[config.mk]
export PLATFORM = sky130hd
export DESIGN_NAME = ace_interconnect_responder
export DESIGN_NICKNAME = d
export VERILOG_FILES = /design/src/rtl/ace_ic_pkg.sv /design/src/rtl/ace_ic_lat_counter.sv /design/src/rtl/ace_interconnect_responder.sv
export SDC_FILE = /design/constraint.sdc
export NUM_CORES = 1
export LEC_CHECK = 0
export BUFFER_PORTS_ARGS = -buffer_cell sky130_fd_sc_hd__buf_2
export CAP_MARGIN = 30
export CELL_PAD_IN_SITES_DETAIL_PLACEMENT = 1
export CELL_PAD_IN_SITES_GLOBAL_PLACEMENT = 2
export CORE_ASPECT_RATIO = 0.5
export CORE_MARGIN = 2
export CORE_UTILIZATION = 29
export CTS_BUF_LIST = sky130_fd_sc_hd__clkbuf_8 sky130_fd_sc_hd__clkbuf_16
export CTS_CLUSTER_DIAMETER = 100
export DETAILED_ROUTE_END_ITERATION = 8
export PLACE_DENSITY_LB_ADDON = 0.1
export SLEW_MARGIN = 30
export SYNTH_ARGS = -nofsm -noshare
export SYNTH_HDL_FRONTEND = slang
export SYNTH_SLANG_ARGS = --single-unit
[constraint.sdc]
create_clock -name clk -period 2.73 [get_ports clk]
set_input_delay 0 -clock clk [delete_from_list [all_inputs] [get_ports clk]]
set_output_delay 0 -clock clk [all_outputs]
set_load 0.01 [all_outputs]
[src/rtl/ace_ic_pkg.sv]
// Shared types and constants for the single-port ACE interconnect responder.
// Holds the FSM state encoding, snoop type codes and small helper functions.
package ace_ic_pkg;

    typedef enum logic [3:0] {
        IDLE,
        W_WAIT,
        MEM_WR,
        B_RESP,
        SNOOP_AC,
        SNOOP_CR,
        SNOOP_CD,
        MEM_RD,
        R_RESP
    } ace_ic_state_e;

    localparam logic [1:0] SNP_NOSNOOP    = 2'b00;
    localparam logic [1:0] SNP_READSHARED = 2'b01;
    localparam logic [1:0] SNP_MAKEUNIQUE = 2'b10;

    // The reserved encoding 2'b11 behaves exactly like ReadNoSnoop.
    function automatic logic [1:0] norm_snoop(input logic [1:0] s);
        return (s == 2'b11) ? SNP_NOSNOOP : s;
    endfunction

    function automatic int unsigned lat_width(input int unsigned lat);
        return (lat == 0) ? 1 : $clog2(lat + 1);
    endfunction

endpackage

[src/rtl/ace_ic_lat_counter.sv]
// Memory latency timer shared by the read and write memory phases.
// start loads 1; done is high once the count has reached MEM_LAT.
module ace_ic_lat_counter
    import ace_ic_pkg::*;
#(
    parameter int unsigned MEM_LAT = 4
) (
    input  logic clk,
    input  logic rst,
    input  logic start,
    output logic done
);

    localparam int unsigned CW = lat_width(MEM_LAT);

    logic [CW-1:0] cnt;

    // NOTE: sequential state is always assigned with <= so every flop samples
    // the pre-edge values of its inputs, independent of statement order.
    always_ff @(posedge clk) begin
        if (rst) begin
            cnt <= '0;
        end else if (start) begin
            cnt <= CW'(1);
        end else if (cnt != CW'(MEM_LAT)) begin
            cnt <= cnt + CW'(1);
        end
    end

    assign done = (cnt == CW'(MEM_LAT));

endmodule

[src/rtl/ace_interconnect_responder.sv]
// Responder end of a cache-side ACE link: serves reads (with optional peer snoop)
// and write-cleans from one master, one transaction at a time, as a Moore FSM.
module ace_interconnect_responder
    import ace_ic_pkg::*;
#(
    parameter int unsigned MEM_LAT = 4
) (
    input  logic       clk,
    input  logic       rst,
    input  logic       AR_VALID,
    output logic       AR_READY,
    input  logic [1:0] ar_snoop,
    output logic       R_VALID,
    input  logic       R_READY,
    output logic       R_okay,
    input  logic       AW_VALID,
    output logic       AW_READY,
    input  logic       W_VALID,
    output logic       W_READY,
    output logic       B_VALID,
    input  logic       B_READY,
    output logic       B_okay,
    output logic       AC_VALID,
    input  logic       AC_READY,
    output logic [1:0] ac_snoop,
    input  logic       CR_VALID,
    output logic       CR_READY,
    input  logic       cr_data_transfer,
    input  logic       cr_error,
    input  logic       CD_VALID,
    output logic       CD_READY,
    output logic       busy
);

    localparam bit BYPASS = (MEM_LAT == 0);

    ace_ic_state_e state_q, state_d;
    logic [1:0]    snoop_q;
    logic          err_q;
    logic          ready_q;
    logic          lat_start;
    logic          lat_done;
    logic [1:0]    ar_type;

    assign ar_type = norm_snoop(ar_snoop);

    always_ff @(posedge clk) begin
        if (rst) begin
            state_q <= IDLE;
        end else begin
            state_q <= state_d;
        end
    end

    // NOTE: state_d gets its default before the case so every path assigns it
    // and no latch is inferred.
    always_comb begin
        state_d = state_q;
        unique case (state_q)
            IDLE: begin
                if (ready_q) begin
                    if (AW_VALID) begin
                        state_d = W_WAIT;
                    end else if (AR_VALID) begin
                        if (ar_type == SNP_READSHARED || ar_type == SNP_MAKEUNIQUE) begin
                            state_d = SNOOP_AC;
                        end else begin
                            state_d = BYPASS ? R_RESP : MEM_RD;
                        end
                    end
                end
            end
            W_WAIT:   if (W_VALID)  state_d = BYPASS ? B_RESP : MEM_WR;
            MEM_WR:   if (lat_done) state_d = B_RESP;
            B_RESP:   if (B_READY)  state_d = IDLE;
            SNOOP_AC: if (AC_READY) state_d = SNOOP_CR;
            SNOOP_CR: begin
                if (CR_VALID) begin
                    if (cr_data_transfer) begin
                        state_d = SNOOP_CD;
                    end else if (snoop_q == SNP_READSHARED) begin
                        state_d = BYPASS ? R_RESP : MEM_RD;
                    end else begin
                        state_d = R_RESP;
                    end
                end
            end
            SNOOP_CD: if (CD_VALID) state_d = R_RESP;
            MEM_RD:   if (lat_done) state_d = R_RESP;
            R_RESP:   if (R_READY)  state_d = IDLE;
            default:  state_d = IDLE;
        endcase
    end

    // ready_q holds the address channels closed for the first cycle after reset.
    always_ff @(posedge clk) begin
        if (rst) begin
            snoop_q <= SNP_NOSNOOP;
            err_q   <= 1'b0;
            ready_q <= 1'b0;
        end else begin
            ready_q <= 1'b1;
            if (state_q == IDLE && ready_q && !AW_VALID && AR_VALID) begin
                snoop_q <= ar_type;
            end
            if (state_q == SNOOP_CR && CR_VALID) begin
                err_q <= cr_error;
            end else if (state_q == R_RESP && R_READY) begin
                err_q <= 1'b0;
            end
        end
    end

    assign lat_start = (state_d == MEM_RD || state_d == MEM_WR) && (state_d != state_q);

    ace_ic_lat_counter #(
        .MEM_LAT(MEM_LAT)
    ) u_lat (
        .clk  (clk),
        .rst  (rst),
        .start(lat_start),
        .done (lat_done)
    );

    assign AR_READY = (state_q == IDLE) && ready_q;
    assign AW_READY = (state_q == IDLE) && ready_q;
    assign W_READY  = (state_q == W_WAIT);
    assign B_VALID  = (state_q == B_RESP);
    assign B_okay   = (state_q == B_RESP);
    assign AC_VALID = (state_q == SNOOP_AC);
    assign ac_snoop = snoop_q;
    assign CR_READY = (state_q == SNOOP_CR);
    assign CD_READY = (state_q == SNOOP_CD);
    assign R_VALID  = (state_q == R_RESP);
    assign R_okay   = (state_q == R_RESP) && !err_q;
    assign busy     = (state_q != IDLE);

endmodule

==> impl_metrics.toml <==
[cts]
clk_pin_slew_ns = 0.06
cts_tree = "yes"
clk_path_buf_depth = 2
cts_setup_buffers = 0
cts_max_level = 1
clk_latency_ns = 0.24
cts_resized = 0
numCtsBuffers = 3
root_buffer = "clkbuf_8"
hold_buffers = 0
cts_sinks = 11

[final_layout]
multi_input_area_um2 = 529
area_growth_pct = 20.6
drive_gt1_share_pct = 27.0
utilization_pct = 37.7
filler_cell_count = 348
n_antenna_cell = 0
final_nets = 145
seqCellArea_um2 = 220

[worst_setup_path]
crit_family = "compound AO/OA/AOI/OAI gates"
startpoint = "state_q[1]$_SDFF_PP0_"
cp-endpoint = "u_lat.cnt[0]$_SDFFE_PP0P_"
path_buf_inv = 0
critPathKind = "flip-flop to flip-flop"
endpoint_kind = "flip-flop"
start_kind = "flip-flop"
worst-path-stages = 5
r2r_cells = 5
timing.rr.start = "state_q[1]$_SDFF_PP0_"
path_cells = "nor2b_1, o21ai_0, nand3_1, o211a_2, o31a_1"
slowest_delay_ns = 0.69
crit_slowest_cell = "dfxtp_1"
cp.required_ns = 2.86
r2r_slack_ns = 0.83
crit_arrival_ns = 2.03
rr_endpoint = "u_lat.cnt[0]$_SDFFE_PP0P_"
crit_path_max_fanout = 17

[floorplan]
die_h_um = 41.9
ios = 27
die_w_um = 79.8
num_rows = 13
dieArea_um2 = 3340
core_um2 = 2670
start_util_pct = 31.2

[logic_synthesis]
synth_top_area_share_pct = 26.4
yosys.area.top_type = "dfxtp_1"
synth_cell_types = 40
syn-instance-count = 103
yosysMostFrequentCell = "dfxtp_1"
syn_area_um2 = 833
ys_ff_latch = 11
synth_edf_count = 0
synthFlopType = "dfxtp_1"
syn_area_per_cell_um2 = 8.09
synth_nets = 121
synth_area_leaders = "dfxtp_1 26%, ha_1 6.0%, nand3_1 6.0%, inv_1 4.1%, buf_4 3.6%"
seq_area_frac_synth_pct = 26.4
synth_common_cells = "11 x dfxtp_1, 10 x nand3_1, 9 x inv_1"
yosysWarnings = 0
async_flop_share_pct = 0

[drt]
drt-wirelength-per-cell_um = 13.7
antenna_left = 0
drtIter0Drc = 15
drc = 0
drt-total-wl_mm = 2.24
vias_per_cell = 4.85
detail_route.first_pass.iterations = 4
num_vias = 790

[place]
place_hpwl_mm = 1.78
port_buffers = 26
gp_congestion = 0.722

[worst_hold_path]
hold_path.class = "input port to flip-flop"
min_path_cells = 3

[timing]
finClkSkew_ns = 0.00131
tns_ns = 0
max_freq_ghz = 0.525
drv_slew = 0
finalHoldViolCount = 0
fin_crit_ns = 1.90
rsz0062_at_grt = "false"
min_period_over_period_pct = 69.7
setup_viol = 0
maxSlewHeadroom_pct = 61.2
worstMarginPinSlew_ns = 0.581

[global_route]
grt.total_usage_pct = 14.5
grt_max_degree = 18
antenna_found_initial = 0
grt_pass1_vias = 772
grt_pass1_wl_mm = 3.76
gr-total-overflow = 0

[pwr]
vdd_drop_max_v = 0.000238
power.density_nw_per_um2 = 563
p_leak_nw = 0.461

[outcome]
status = "finished clean"

[flow_run]
maxCapViolCount = 0
-- layout make-up --
type | instances | share of cell area [%]
multi-input combinational | 76 | 52.7
sequential | 11 | 21.9
timing repair buffer | 26 | 13.0
tap | 37 | 4.61
clock buffer | 3 | 4.11
inverter | 9 | 3.36
clock inverter | 1 | 0.374
-- registers in the layout (all words and copies together), names as in the netlist --
signal     count
state_q        4
u_lat.cnt      3
ac_snoop       2
err_q          1
ready_q        1
-- cells in the final DEF (no fill, tap or decap), types with 2 or more instances in the layout --
master,Yosys,layout
inv_1,9,10
a21oi_1,3,3
dfxtp_1,11,11
nand3_1,10,10
o21ai_0,5,5
nor2_1,5,5
nand2_1,7,7
mux2i_1,2,2
and3b_1,2,2
clkbuf_8,0,3
nor2b_1,3,3
and2_1,3,3
nor3_1,4,4
buf_2,1,26
nand3b_1,3,3
nand2b_1,3,3
ha_1,4,4
a211o_1,2,2
-- report_power, final --
part | internal [mW] | switching (mW)
Combinational | 0.0867 | 0.0966
Sequential | 0.179 | 0.0363
Clock | 0.0992 | 0.0679
-- stage by stage --
step                      instance area (um^2)  setup WS (ns)  instances  total power [mW]  hold slack (ns)
final                                     1000          0.826        163             0.565           0.0406
after global placement                     960          0.832        159             0.406            0.297
after CTS                                 1000          0.833        163             0.574           0.0410
after global routing                      1000          0.634        163             0.613           0.0638
after floorplan                            833           1.16        103             0.353            0.148
after detailed placement                   960          0.834        159             0.403            0.292
-- routing by layer --
metal	vias up	track usage, %	part of all wire (%)
met5	-	0	0
met4	0	1.02	0
met3	0	5.00	6.7
met2	23	20.5	34
met1	356	21.8	59
li1	411	-	-
-- worst min-delay path: stages --
cell,delay [ns]
buf_2,0.10
nand3_1,0.07
a21oi_1,0.05
-- cell families after synthesis --
kind of cell,Yosys count,synth area share [%]
mux,2,2.40
fa+ha+maj,4,6.01
flops,11,26.4
xor+xnor,1,1.05
buf+inv,16,10.1
simple gates,50,37.5
compound gates,19,16.5
-- worst min path at each step --
stage | from | end | slack, ns
finish | cr_error | err_q$_SDFFE_PP0P_ | 0.04
detailed placement | cr_error | err_q$_SDFFE_PP0P_ | 0.29
global route | cr_error | err_q$_SDFFE_PP0P_ | 0.06
global placement | cr_error | err_q$_SDFFE_PP0P_ | 0.30
CTS | cr_error | err_q$_SDFFE_PP0P_ | 0.04
floorplan | CR_VALID | err_q$_SDFFE_PP0P_ | 0.15
(Power assumes the default switching activity.)
